File: src/rtl/hazard_scoreboard.sv
// Hazard scoreboard for the DE->EX issue point of the 5-stage pipeline.
// Each architectural register has an entry recording whether a write to it
// is in flight, whether that write comes from a variable-latency ("long")
// unit, whether it is a load, and how many cycles ago it issued. The
// instruction in DE is checked against these entries combinationally to
// produce per-operand forwarding selects and a single stall.
//
// Handshake: issue_valid means DE holds an instruction that wants to enter
// EX. The instruction moves into EX in a cycle where issue_accept is high
// (issue_valid & !stall & !flush). When stall is high DE and fetch hold and
// a bubble goes into EX. issue_valid may drop at any time; flush squashes
// the DE instruction regardless of stall.
module hazard_scoreboard #(
  parameter int NUM_SRC    = 2,
  parameter int REG_W      = 5,
  parameter int BYPASS_MEM = 1,
  parameter int BYPASS_WB  = 1
) (
  input  logic                     clk,
  input  logic                     reset,
  input  logic                     issue_valid,
  input  logic                     issue_we,
  input  logic [REG_W-1:0]         issue_rd,
  input  logic [1:0]               issue_lat,
  input  logic [NUM_SRC*REG_W-1:0] src_addr,
  input  logic [NUM_SRC-1:0]       src_used,
  input  logic                     flush,
  input  logic                     cmpl_valid,
  input  logic [REG_W-1:0]         cmpl_rd,
  output logic                     stall,
  output logic                     issue_accept,
  output logic [NUM_SRC*2-1:0]     fwd_sel,
  output logic [31:0]              stall_count
);

  localparam int NREG = 1 << REG_W;

  localparam logic [1:0] SEL_REG = 2'd0;
  localparam logic [1:0] SEL_MEM = 2'd1;
  localparam logic [1:0] SEL_WB  = 2'd2;

  // Per-register scoreboard state. Entry 0 is never written.
  logic [NREG-1:0] busy_q;
  logic [NREG-1:0] long_q;
  logic [NREG-1:0] load_q;
  logic [1:0]      age_q [NREG];

  logic [REG_W-1:0]   src_a     [NUM_SRC];
  logic [1:0]         op_sel    [NUM_SRC];
  logic [NUM_SRC-1:0] op_hazard;
  logic               waw;
  logic               issue_long;
  logic               issue_load;
  logic               issue_record;

  // Per-operand hazard and forwarding-select evaluation.
  always_comb begin
    for (int i = 0; i < NUM_SRC; i++) begin
      src_a[i]     = src_addr[i*REG_W +: REG_W];
      op_sel[i]    = SEL_REG;
      op_hazard[i] = 1'b0;
      if (src_used[i] && (src_a[i] != '0) && busy_q[src_a[i]]) begin
        if (long_q[src_a[i]]) begin
          // The write-through regfile makes a completing long result
          // readable from REG in the completion cycle.
          if (!(cmpl_valid && (cmpl_rd == src_a[i]))) op_hazard[i] = 1'b1;
        end else if (age_q[src_a[i]] == 2'd1) begin
          if (load_q[src_a[i]]) begin
            op_hazard[i] = 1'b1;
          end else begin
            op_sel[i] = SEL_MEM;
            if (BYPASS_MEM == 0) op_hazard[i] = 1'b1;
          end
        end else begin
          op_sel[i] = SEL_WB;
          if (BYPASS_WB == 0) op_hazard[i] = 1'b1;
        end
      end
    end
  end

  // Write-after-write against a pending long producer, plus stall/accept.
  always_comb begin
    waw = issue_we && (issue_rd != '0) && busy_q[issue_rd] && long_q[issue_rd] &&
          !(cmpl_valid && (cmpl_rd == issue_rd));
    stall        = !reset && issue_valid && ((|op_hazard) || waw);
    issue_accept = issue_valid && !stall && !flush;
    issue_record = issue_accept && issue_we && (issue_rd != '0);
    issue_long   = (issue_lat == 2'd3);
    issue_load   = (issue_lat == 2'd2);
  end

  // Pack forwarding selects; forced to REG while reset is held.
  always_comb begin
    fwd_sel = '0;
    if (!reset) begin
      for (int i = 0; i < NUM_SRC; i++) fwd_sel[i*2 +: 2] = op_sel[i];
    end
  end

  // Scoreboard update: aging, then completion, then issue (newest wins).
  always_ff @(posedge clk) begin
    if (reset) begin
      busy_q      <= '0;
      long_q      <= '0;
      load_q      <= '0;
      stall_count <= '0;
      for (int r = 0; r < NREG; r++) age_q[r] <= 2'd0;
    end else begin
      for (int r = 1; r < NREG; r++) begin
        if (busy_q[r] && !long_q[r]) begin
          age_q[r] <= age_q[r] + 2'd1;
          if (age_q[r] == 2'd2) busy_q[r] <= 1'b0;
        end
        if (cmpl_valid && (cmpl_rd == REG_W'(r)) && busy_q[r] && long_q[r]) begin
          busy_q[r] <= 1'b0;
        end
      end
      if (issue_record) begin
        busy_q[issue_rd] <= 1'b1;
        long_q[issue_rd] <= issue_long;
        load_q[issue_rd] <= issue_load;
        age_q[issue_rd]  <= 2'd1;
      end
      if (issue_valid && stall) stall_count <= stall_count + 32'd1;
    end
  end

endmodule

File: config.mk
export PLATFORM = sky130hd
export DESIGN_NAME = hazard_scoreboard
export DESIGN_NICKNAME = d
export VERILOG_FILES = /design/src/rtl/hazard_scoreboard.sv
export SDC_FILE = /design/constraint.sdc
export NUM_CORES = 1
export LEC_CHECK = 0
export CORE_ASPECT_RATIO = 0.9
export CORE_MARGIN = 5
export CORE_UTILIZATION = 49
export CTS_CLUSTER_DIAMETER = 50
export DETAILED_ROUTE_END_ITERATION = 6
export GPL_TIMING_DRIVEN = 0
export PLACE_DENSITY_LB_ADDON = 0.12
export SLEW_MARGIN = 10
export SYNTH_ARGS = -nofsm -noshare
export SYNTH_HDL_FRONTEND = slang
export SYNTH_SLANG_ARGS = --single-unit
export TNS_END_PERCENT = 5
File: constraint.sdc
create_clock -name clk -period 3.9 [get_ports clk]
set_input_delay 0.585 -clock clk [delete_from_list [all_inputs] [get_ports clk]]
set_output_delay 0.585 -clock clk [all_outputs]
set_load 0.01 [all_outputs]
==> impl_table.tex, run 1 <==
\begin{tabular}{lr}
\hline
Metric & Value \\
\hline
\multicolumn{2}{l}{\textbf{Global routing}} \\
Largest net degree at the start of global routing & 18 \\
Via count of the first global-routing pass & 10920 \\
Met1 Track Usage GR & between 40 and 50\% \\
Global router's overall resource usage & 31.75\% \\
Global-route wire length before repair & 66060 µm \\
Met2 Track Usage GR & about 48\% \\
Met3 routing resource usage after global routing & 10.76\% \\
Antenna violations before repair & 1 \\
Most heavily used metal layer in global routing & met2 \\
Remaining global-route overflow & 0 \\
\multicolumn{2}{l}{\textbf{Logic synthesis}} \\
Dominant cells by area after synthesis & dfxtp\_1 32\%, mux4\_2 13\%, mux2i\_1 6.5\%, a21oi\_1 4.1\%, nand2\_1 4.1\% \\
Netlist area before placement & $\sim$12000 µm² \\
Yosys warns & 0 \\
Top-area cell type share of the netlist area & 32.41\% \\
Number of enable flip-flop cells after synthesis & 0 \\
Simple-gate share of the synthesized area & 21.73\% \\
Ys flop type & dfxtp\_1 \\
Avg Synthesized Cell Area & 9.130 µm² \\
Number of instances in the synthesized netlist & approximately 1300 \\
Flop and latch count out of synthesis & 191 \\
Post-synthesis adder-cell area fraction & between 3 and 4\% \\
XOR/XNOR Fraction of Synth Area & 3.415\% \\
Post-synthesis compound-gate area fraction & 13.86\% \\
Nets in the synthesized netlist & 1354 \\
Cell type with the largest total area after synthesis & dfxtp\_1 \\
Mux contribution to synthesized area & about 20\% \\
Number of distinct standard cells referenced by the synthesized netlist & 58 \\
Largest family of logic cells by synthesized area & simple AND/OR/NAND/NOR gates \\
Share of synthesized area occupied by flip-flops and latches & 32.41\% \\
Asr flop ratio synth & 0\% \\
\multicolumn{2}{l}{\textbf{Route}} \\
\# DRC & 0 \\
Final wirelength & 43940 µm \\
Post-DR wirelength/cell & 25.95 µm \\
Total via count in the routed design & around 11000 \\
1st-iter DRT viols & 1450 \\
Routed vias/inst & 6.695 \\
Post-route antenna net violation count & 0 \\
Number of optimization iterations in the first detailed-route pass & 6 \\
\multicolumn{2}{l}{\textbf{Clocking}} \\
Cts-stage hold buffer count & 0 \\
TritonCTS clock tree & done \\
Clock insertion delay at the later pin of the skew report & 0.46 ns \\
Clock-pin slew on the worst setup and hold paths & approximately 0.080 ns \\
Clk sink count & between 150 and 200 \\
Maximum buffer depth of the clock tree & 2 \\
H-tree depth & 4 \\
Number of buffers created by CTS & 17 \\
Clock root buffer master & clkbuf\_16 \\
\multicolumn{2}{l}{\textbf{Place}} \\
Sum of net half-perimeters after detailed placement & 31640 µm \\
Final estimated routing congestion in global placement & 1.025 \\
Post-place instance area & approximately 13000 µm² \\
Number of port buffers & 53 \\
\multicolumn{2}{l}{\textbf{Worst setup path}} \\
Cells traversed along the worst timing path & buf\_8, buf\_12, mux4\_2, and2\_1, o32a\_1, a32o\_2, a221oi\_4, or2\_4, inv\_1, nor3b\_2, buf\_2 \\
Max stage delay cell, worst path & mux4\_2 \\
Kind of cell with the highest combined delay on the critical path & compound AO/OA/AOI/OAI gates \\
Data required time at the worst endpoint & 3.31 ns \\
Crit start category & primary input \\
Critical path class & primary input to output pin \\
Crit path buffers/inverters & 4 \\
Largest fanout on the critical path & 10 \\
Category of the worst setup path capture point & output pin \\
CP Data Arrival Time & 3.31 ns \\
Delay of the slowest cell on the worst path & about 0.59 ns \\
\multicolumn{2}{l}{\textbf{Floorplan}} \\
Initial standard-cell utilization of the core & 50.11\% \\
Die Span X & 173.6 µm \\
Die Area & 27280 µm² \\
Overall die height & 157.2 µm \\
Number of primary I/O pins & a little under 70 \\
Area of the core region & 23540 µm² \\
Row cnt & 53 \\
\multicolumn{2}{l}{\textbf{STA}} \\
Clock Skews & roughly 0.016 ns \\
Final setup violating endpoints & 0 \\
Worst relative slew slack & 29.00\% \\
Highest achievable clock rate & 0.2567 GHz \\
Final Hold Violating Endpoints & 0 \\
Pin slew with the least headroom to its limit & 1.061 ns \\
Hold slack & 0.4746 ns \\
Setup repair after global routing missed its margin & true \\
Time the final worst path needs with I/O delays and setup & 3.895 ns \\
Final clock period utilization by the worst path & 99.87\% \\
Final Max Slew Viols & 0 \\
\multicolumn{2}{l}{\textbf{Power and ir drop}} \\
P\_leak & 5.005 nW \\
Cell Pwr Density & 307.9 nW/µm² \\
IR Drop Worst-Case VDD & 0.2719 mV \\
\multicolumn{2}{l}{\textbf{Cells and area}} \\
Leading cell type in the layout, fill and taps excluded & dfxtp\_1 \\
Ant diodes & 0 \\
Commonest cells after routing, fill and taps aside & 191 x dfxtp\_1, 128 x nand2\_1, 96 x a21oi\_1 \\
Share of post-route cells with drive strength above 1 & 14.95\% \\
Post-layout instance area & 13740 µm² \\
Number of nets at the end of the flow & 1441 \\
Area added between synthesis and finish & 16.45\% \\
Number of filler instances in the final layout & between 2000 and 2500 \\
\multicolumn{2}{l}{\textbf{Outcome}} \\
Result of the run & complete, no violations \\
\multicolumn{2}{l}{\textbf{Min path}} \\
Worst hold path type & register to register \\
\multicolumn{2}{l}{\textbf{Run}} \\
Max\_cap viols & 0 \\
\hline
\end{tabular}
==> Yosys cell counts (13+ instances only) <==
master	count
o211ai_1	32
clkbuf_1	62
nand2b_1	45
a21oi_1	96
nor3b_1	13
o31ai_1	32
or4_1	25
nand3_1	70
nor2b_1	45
and3_1	41
xnor2_1	38
inv_1	42
mux2i_1	77
buf_2	21
nor2_1	40
nand4_1	17
nand3b_1	14
nand2_1	128
o22ai_1	19
ha_1	32
dfxtp_1	191
mux4_2	69
o21ai_0	27
==> stage by stage <==
stage                     TNS [ns]  setup slack, ns  total power (W)  cells  util [%]
after floorplan                  0          0.06104         0.002259   1292         -
after global placement     -160.47           -1.661         0.002425   1647     53.99
after detailed placement   -159.51           -1.648         0.002425   1647     53.99
after CTS                 -0.09809         -0.09809         0.004185   1686     57.68
after global routing      -0.02945         -0.02719         0.004321   1693     58.35
final                            0         0.005079         0.004230   1693     58.35
==> flip-flops by register name, summed over array words and instances, names as in the netlist <==
signal	cells
long_q	32
age_q	63
stall_count	32
busy_q	32
load_q	32
==> where the power goes <==
part           total (W)  switching (W)  internal, W
registers        0.00196     0.00000638      0.00195
clock network    0.00178       0.000869     0.000910
logic           0.000490       0.000326     0.000164
total            0.00423        0.00120      0.00303
==> cell families after synthesis <==
logic type | after synthesis
and+or+nand+nor | 480
xor gates and xnor gates | 46
adders and majority gates | 32
muxes | 153
buffers and inverters | 138
DFF | 191
AOI/OAI and AO/OA | 252
==> path summary, 6_finish.rpt <==
path,to,depth (start not counted),slack (ns),from
max reg2reg,age_q[12][1]$_SDFFE_PP0P_,10,0.21,age_q[27][0]$_SDFFE_PP1P_
max,issue_accept,11,0.005,src_addr[5]
min,busy_q[0]$_SDFFE_PP0P_,1,0.47,busy_q[0]$_SDFFE_PP0P_
min reg2reg,busy_q[0]$_SDFFE_PP0P_,1,0.47,busy_q[0]$_SDFFE_PP0P_
==> per-layer routing <==
metal / vias up / routed length (µm)
met5: - / 13
met4: 2 / 1502
met3: 141 / 5814
met2: 762 / 18670
met1: 5456 / 17940
li1: 4974 / -
==> cell type report <==
| cell class | count | area [µm²] | share of cell area, % |
|---|---|---|---|
| flip-flops and latches | 191 | 3824 | 27.84 |
| clock inverters | 13 | 131.4 | 0.9564 |
| plain buffers | 94 | 573.1 | 4.172 |
| multi-input cells | 963 | 7584 | 55.21 |
| clock buffers | 18 | 439.2 | 3.197 |
| repair buffers | 69 | 643.1 | 4.682 |
| inverters | 43 | 165.2 | 1.202 |
| well taps | 302 | 377.9 | 2.751 |
==> repair_timing <==
action	4_1_cts	5_1_grt
endpoints found under the setup margin	193	6
pin swaps	4	2
gates resized for setup	83	31
buffers inserted	8	7
cloned	1	0
(Power assumes the default switching activity.)
==> inputs of run 2 (changes only) <==
--- a/config.mk
+++ b/config.mk
@@ -5,13 +5,14 @@
 export SDC_FILE = /design/constraint.sdc
 export NUM_CORES = 1
 export LEC_CHECK = 0
+export CAP_MARGIN = 0
 export CORE_ASPECT_RATIO = 0.9
 export CORE_MARGIN = 5
 export CORE_UTILIZATION = 49
 export CTS_CLUSTER_DIAMETER = 50
 export DETAILED_ROUTE_END_ITERATION = 6
 export GPL_TIMING_DRIVEN = 0
-export PLACE_DENSITY_LB_ADDON = 0.12
+export PLACE_DENSITY = 0.78
 export SLEW_MARGIN = 10
 export SYNTH_ARGS = -nofsm -noshare
 export SYNTH_HDL_FRONTEND = slang
==> run 2 against run 1 <==
The flow now finishes with violations (design-rule violations). Die area unchanged. Fmax down 0.13%. Combinational power up 2%. Via count up 0.95%. Cell area up 0.87%. Worst hold slack better by 0.0079 ns. Global-route usage down 0.38 points. Critical path type unchanged. Largest cell class unchanged. Largest power group unchanged.
==> impl_table.tex, run 2 (synthesis gave the netlist of run 1 again) <==
\begin{tabular}{lr}
\hline
Metric & Value \\
\hline
\multicolumn{2}{l}{\textbf{Outcome}} \\
Result of the run & finished with violations \\
Failing checks & design-rule violations \\
\multicolumn{2}{l}{\textbf{Place}} \\
Final estimated routing congestion in global placement & 1.000 \\
Sum of net half-perimeters after detailed placement & 31380 µm \\
Post-placement worst setup slack & -1.796 ns \\
Post-place instance area & approximately 13000 µm² \\
Number of port buffers & 53 \\
\multicolumn{2}{l}{\textbf{STA}} \\
Highest achievable clock rate & 0.2564 GHz \\
Final Max Slew Viols & 0 \\
Setup repair after global routing missed its margin & true \\
Final clock period utilization by the worst path & $\sim$100\% \\
Clock Skews & 0.02020 ns \\
Hold slack & 0.4824 ns \\
Final setup violating endpoints & 0 \\
Worst path setup slack after routing & 0.0001310 ns \\
Time the final worst path needs with I/O delays and setup & slightly below 4 ns \\
Worst relative slew slack & 22.43\% \\
Final Hold Violating Endpoints & 0 \\
Pin slew with the least headroom to its limit & 1.159 ns \\
\multicolumn{2}{l}{\textbf{Route}} \\
Top routing layer used & met4 \\
Final wirelength & around 43000 µm \\
Post-route antenna net violation count & 0 \\
Wire length on met1 & 17050 µm \\
Total met2 wirelength after detailed routing & 18510 µm \\
\# DRC & 5 \\
Total via count in the routed design & between 10000 and 15000 \\
Post-DR wirelength/cell & around 25 µm \\
1st-iter DRT viols & 1519 \\
Number of optimization iterations in the first detailed-route pass & 7 \\
Met3 Routed Length & 6005 µm \\
Routed vias/inst & 6.723 \\
\multicolumn{2}{l}{\textbf{Cells and area}} \\
Reg with most FFs & age\_q \\
Leading cell type in the layout, fill and taps excluded & dfxtp\_1 \\
Post-layout instance area & 13860 µm² \\
Number of filler instances in the final layout & 2005 \\
Ant diodes & 0 \\
Share of post-route cells with drive strength above 1 & approximately 15\% \\
Area added between synthesis and finish & 17.47\% \\
Commonest cells after routing, fill and taps aside & 191 x dfxtp\_1, 128 x nand2\_1, 96 x a21oi\_1 \\
Max FFs per register & 63 \\
Number of nets at the end of the flow & 1449 \\
\multicolumn{2}{l}{\textbf{Floorplan}} \\
Number of primary I/O pins & roughly 70 \\
Row cnt & 53 \\
Overall die height & 157.2 µm \\
Area of the core region & 23540 µm² \\
Die Area & approximately 27000 µm² \\
Die Span X & 173.6 µm \\
Initial standard-cell utilization of the core & 50.11\% \\
\multicolumn{2}{l}{\textbf{Clocking}} \\
Clock-pin slew on the worst setup and hold paths & 0.08 ns \\
Clock insertion delay at the later pin of the skew report & 0.46 ns \\
Number of buffers created by CTS & 17 \\
Cts-stage hold buffer count & 0 \\
Clock root buffer master & clkbuf\_16 \\
H-tree depth & 4 \\
TritonCTS clock tree & done \\
Maximum buffer depth of the clock tree & 2 \\
Clk sink count & 191 \\
\multicolumn{2}{l}{\textbf{Global routing}} \\
Remaining global-route overflow & 0 \\
Largest net degree at the start of global routing & 22 \\
Antenna violations before repair & 1 \\
Global router's overall resource usage & a little under a third \\
Global-route wire length before repair & around 66000 µm \\
Via count of the first global-routing pass & 10890 \\
\multicolumn{2}{l}{\textbf{Min path}} \\
Worst hold path type & register to register \\
\multicolumn{2}{l}{\textbf{Power and ir drop}} \\
Cell Pwr Density & 310.8 nW/µm² \\
IR Drop Worst-Case VDD & 0.2960 mV \\
P\_leak & 5.063 nW \\
Total power draw & 0.004306 W \\
\multicolumn{2}{l}{\textbf{Worst setup path}} \\
Crit start category & primary input \\
Category of the worst setup path capture point & output pin \\
CP Data Arrival Time & 3.31 ns \\
Largest fanout on the critical path & 10 \\
Data required time at the worst endpoint & 3.31 ns \\
Critical path class & primary input to output pin \\
\multicolumn{2}{l}{\textbf{Run}} \\
Max\_cap viols & 0 \\
\hline
\end{tabular}
==> run 2: cell types whose count changed in the layout (fill, tap and decap cells not counted), sizes merged <==
cell / previous run / this run
clkinvlp: 3 / 4
bufinv: 1 / 0
clkdlybuf4s50: 45 / 43
clkdlybuf4s15: 0 / 2
clkbuf: 85 / 81
buf: 46 / 58
clkinv: 5 / 6
==> run 2: cell type report <==
type	instances	area [µm²]	area share, %
tap	302	377.9	2.727
buffer	94	588.1	4.244
timing repair buffer	77	698.2	5.038
clock inverter	14	182.7	1.318
sequential	191	3824	27.59
inverter	43	168.9	1.219
multi-input combinational	963	7579	54.69
clock buffer	18	439.2	3.169
==> run 2: power breakdown <==
| part | internal [W] | total [W] | switching (W) | leakage, nW |
|---|---|---|---|---|
| registers | 0.00195 | 0.00196 | 0.00000641 | 1.54 |
| logic | 0.000175 | 0.000502 | 0.000328 | 3.23 |
| clock network | 0.000894 | 0.00184 | 0.000950 | 0.293 |
| total | 0.00302 | 0.00431 | 0.00128 | 5.06 |
==> run 2: timing repair <==
action | 4_1_cts | 5_1_grt
endpoints found under the setup margin | 193 | 10
setup buffers | 23 | 0
gates resized for setup | 110 | 12
gates cloned | 1 | 0
pin swaps | 12 | 1
==> run 2: routing by layer <==
layer / vias to the layer above / track usage, %
li1: 5002 / -
met1: 5534 / 41.66
met2: 776 / 48.35
met3: 131 / 10.88
met4: 0 / 10.37
met5: - / 0
==> run 2: critical path, cell delays in order <==
cell,delay (ns)
clkdlybuf4s15_2,0.26
buf_8,0.19
mux4_2,0.52
mux2i_2,0.28
mux4_2,0.34
nor4_4,0.06
a31o_2,0.24
a221oi_4,0.19
buf_6,0.18
or2_4,0.12
inv_1,0.05
nor3b_2,0.14
buf_2,0.15
==> run 2: stage by stage <==
| stage | TNS, ns | cells | utilization [%] |
|---|---|---|---|
| 2_1_floorplan | 0 | 1292 | - |
| 3_3_place_gp | -186.68 | 1647 | 53.99 |
| 3_5_place_dp | -181.18 | 1647 | 53.99 |
| 4_1_cts | 0 | 1702 | 58.78 |
| 5_1_grt | -0.09586 | 1702 | 58.86 |
| 6_report | 0 | 1702 | 58.86 |
==> run 2: final timing paths <==
path                                           startpoint                 endpoint  slack [ns]  depth (start not counted)
worst max register to register  age_q[13][0]$_SDFFE_PP1P_     busy_q[5]$_SDFF_PP0_        0.28                         11
worst max-delay path                          issue_rd[0]             issue_accept      0.0001                         13
worst min-delay path              load_q[18]$_SDFFE_PP0P_  load_q[18]$_SDFFE_PP0P_        0.48                          2
worst min register to register    load_q[18]$_SDFFE_PP0P_  load_q[18]$_SDFFE_PP0P_        0.48                          2
==> inputs of run 3 (changes only) <==
--- a/config.mk
+++ b/config.mk
@@ -6,7 +6,7 @@
 export NUM_CORES = 1
 export LEC_CHECK = 0
 export CAP_MARGIN = 0
-export CORE_ASPECT_RATIO = 0.9
+export CORE_ASPECT_RATIO = 0.75
 export CORE_MARGIN = 5
 export CORE_UTILIZATION = 49
 export CTS_CLUSTER_DIAMETER = 50
==> constraint.sdc (replaced) <==
create_clock -name clk -period 3.9 [get_ports clk]
set_input_delay 0.585 -clock clk [delete_from_list [all_inputs] [get_ports clk]]
set_output_delay 0.585 -clock clk [all_outputs]
set_load 0.05 [all_outputs]
==> run 3 against run 2 <==
The flow finishes with violations (negative setup slack). Utilization is 0.96 points lower. Clock power is 8% higher. Count of clock-buffer cells in the layout stayed put. Register-to-register slack worse by 0.22 ns. Largest power group is now clock.
==> impl_table.tex, run 3 (synthesis gave the netlist of run 1 again) <==
\begin{tabular}{lr}
\hline
Metric & Value \\
\hline
\multicolumn{2}{l}{\textbf{Clocking}} \\
Number of buffers created by CTS & 17 \\
Clock-pin slew on the worst setup and hold paths & approximately 0.070 ns \\
Maximum buffer depth of the clock tree & 2 \\
TritonCTS clock tree & done \\
Clock root buffer master & clkbuf\_16 \\
Clk sink count & 191 \\
H-tree depth & 4 \\
Clock insertion delay at the later pin of the skew report & around 0.47 ns \\
\multicolumn{2}{l}{\textbf{Global routing}} \\
Via count of the first global-routing pass & 11010 \\
Antenna violations before repair & 3 \\
Global router's overall resource usage & 32.65\% \\
Largest net degree at the start of global routing & 19 \\
Remaining global-route overflow & 0 \\
Global-route wire length before repair & 67150 µm \\
\multicolumn{2}{l}{\textbf{Floorplan}} \\
Area of the core region & 23850 µm² \\
Overall die height & 144.4 µm \\
Die Span X & 189.2 µm \\
Row cnt & 49 \\
Number of primary I/O pins & 68 \\
Die Area & $\sim$27000 µm² \\
Initial standard-cell utilization of the core & 49.46\% \\
\multicolumn{2}{l}{\textbf{Power and ir drop}} \\
P\_leak & 5.030 nW \\
Total power draw & between 0.004 and 0.005 W \\
IR Drop Worst-Case VDD & roughly 0.35 mV \\
Cell Pwr Density & 321.6 nW/µm² \\
\multicolumn{2}{l}{\textbf{Outcome}} \\
Failing checks & negative setup slack \\
Result of the run & finished with violations \\
\multicolumn{2}{l}{\textbf{Cells and area}} \\
Reg with most FFs & age\_q \\
Share of post-route cells with drive strength above 1 & 14.80\% \\
Leading cell type in the layout, fill and taps excluded & dfxtp\_1 \\
Area added between synthesis and finish & 17.07\% \\
Max FFs per register & 63 \\
Number of nets at the end of the flow & 1441 \\
Non-Filler Instances & 1700 \\
Commonest cells after routing, fill and taps aside & 186 x dfxtp\_1, 128 x nand2\_1, 96 x a21oi\_1 \\
\multicolumn{2}{l}{\textbf{Route}} \\
Routed vias/inst & about 6.8 \\
Final wirelength & 44860 µm \\
Post-DR wirelength/cell & roughly 26 µm \\
Total via count in the routed design & 11590 \\
Number of optimization iterations in the first detailed-route pass & 5 \\
\# DRC & 0 \\
1st-iter DRT viols & 1690 \\
Post-route antenna net violation count & 0 \\
\multicolumn{2}{l}{\textbf{Worst setup path}} \\
FF-to-FF Start & age\_q[31][0]\$\_SDFFE\_PP1P\_ \\
Category of the worst setup path capture point & output pin \\
Largest fanout on the critical path & 3 \\
CP Data Arrival Time & between 3 and 4 ns \\
Data required time at the worst endpoint & 3.31 ns \\
Setup slack of the worst register-to-register path & approximately 0.060 ns \\
Critical path startpoint & age\_q[31][0]\$\_SDFFE\_PP1P\_ \\
Termination of the worst setup path & issue\_accept \\
Length in cells of the worst reg-to-reg path & 10 \\
Worst R2R End & age\_q[12][1]\$\_SDFFE\_PP0P\_ \\
Crit start category & register \\
Critical path class & register to output pin \\
\multicolumn{2}{l}{\textbf{STA}} \\
Clock Skews & approximately 0.012 ns \\
Worst relative slew slack & 22.75\% \\
Pin slew with the least headroom to its limit & around 1.2 ns \\
Highest achievable clock rate & 0.2456 GHz \\
Worst path setup slack after routing & -0.1724 ns \\
Time the final worst path needs with I/O delays and setup & 4.072 ns \\
Final Max Slew Viols & 0 \\
Final clock period utilization by the worst path & 104.4\% \\
Setup repair after global routing missed its margin & true \\
Final setup violating endpoints & 4 \\
Final Hold Violating Endpoints & 0 \\
Hold slack & 0.4824 ns \\
\multicolumn{2}{l}{\textbf{Min path}} \\
Worst hold path type & register to register \\
\multicolumn{2}{l}{\textbf{Place}} \\
Sum of net half-perimeters after detailed placement & between 30000 and 40000 µm \\
Number of port buffers & 53 \\
Inst Count DP & about 1700 \\
Final estimated routing congestion in global placement & about 1.0 \\
\multicolumn{2}{l}{\textbf{Run}} \\
Max\_cap viols & 0 \\
\hline
\end{tabular}
## run 3: cell types whose count changed in the layout (fill, tap and decap cells not counted), moves of 4 or more
cell,change
bufinv_16,+4
clkinv_8,-6
dfxtp_2,+5
buf_4,-10
dfxtp_1,-5
buf_12,+4
inv_8,+4
buf_8,-5
## run 3: power breakdown
group          total, W  internal, W  leakage, nW  switching (W)
sequential      0.00196      0.00195         1.54     0.00000649
combinational  0.000494     0.000166         3.17       0.000327
clock           0.00199      0.00110        0.315       0.000887
## run 3: per-layer routing
| layer | global-route usage, % | vias to the layer above | part of all wire (%) |
|---|---|---|---|
| met1 | 44.61 | 5591 | 40 |
| met2 | 47.06 | 866 | 40 |
| met4 | 10.81 | 2 | 3.6 |
| met3 | 13.51 | 137 | 16 |
| met5 | 0 | - | 0.029 |
| li1 | - | 4998 | - |
## run 3: layout make-up
type | instances | area (µm²)
diodes | 2 | 5.005
plain buffers | 94 | 609.3
clock buffers | 18 | 429.2
clock inverters | 14 | 219.0
fillers | 2076 | 10040
inverters | 43 | 172.7
multi-input cells | 963 | 7520
flip-flops and latches | 191 | 3830
well taps | 306 | 382.9
repair buffers | 69 | 641.9
## run 3: metrics by stage
stage | setup TNS, ns | area (µm²) | worst slack, ns | util (%)
floorplan | -0.5481 | 11830 | -0.3923 | -
global placement | -146.52 | 12740 | -1.875 | 53.44
detailed placement | -150.28 | 12740 | -1.884 | 53.44
CTS | -0.1453 | 13790 | -0.1453 | 57.84
global route | -0.2438 | 13810 | -0.2107 | 57.90
finish | -0.2257 | 13810 | -0.1724 | 57.90
## run 3: repair_timing
action | in CTS | in global routing
endpoints found under the setup margin | 192 | 13
gates cloned | 1 | 0
hold buffers | 0 | 0
buffers inserted | 15 | 0
gates resized for setup | 112 | 15
pin swaps | 9 | 6
## run 3: worst max-delay path, stage by stage (launching register included)
cell and delay, ns:
dfxtp_2 0.33, nor2b_1 0.12, mux4_2 0.58, and2_4 0.21, o32a_1 0.36, a32o_2 0.29, a221oi_4 0.43, or2_4 0.22
clkinvlp_4 0.09, nor3b_4 0.20, buf_6 0.18
## run 3: how the worst min path moves through the flow
stage | slack, ns | from | to | depth (start not counted)
2_1_floorplan | 0.43 | busy_q[0]$_SDFFE_PP0P_ | busy_q[0]$_SDFFE_PP0P_ | 1
3_3_place_gp | 0.46 | busy_q[0]$_SDFFE_PP0P_ | busy_q[0]$_SDFFE_PP0P_ | 1
3_5_place_dp | 0.46 | busy_q[0]$_SDFFE_PP0P_ | busy_q[0]$_SDFFE_PP0P_ | 1
4_1_cts | 0.47 | busy_q[0]$_SDFFE_PP0P_ | busy_q[0]$_SDFFE_PP0P_ | 1
5_1_grt | 0.51 | age_q[0][0]$_SDFFE_PP1P_ | age_q[0][0]$_SDFFE_PP1P_ | 1
6_report | 0.48 | busy_q[0]$_SDFFE_PP0P_ | busy_q[0]$_SDFFE_PP0P_ | 1
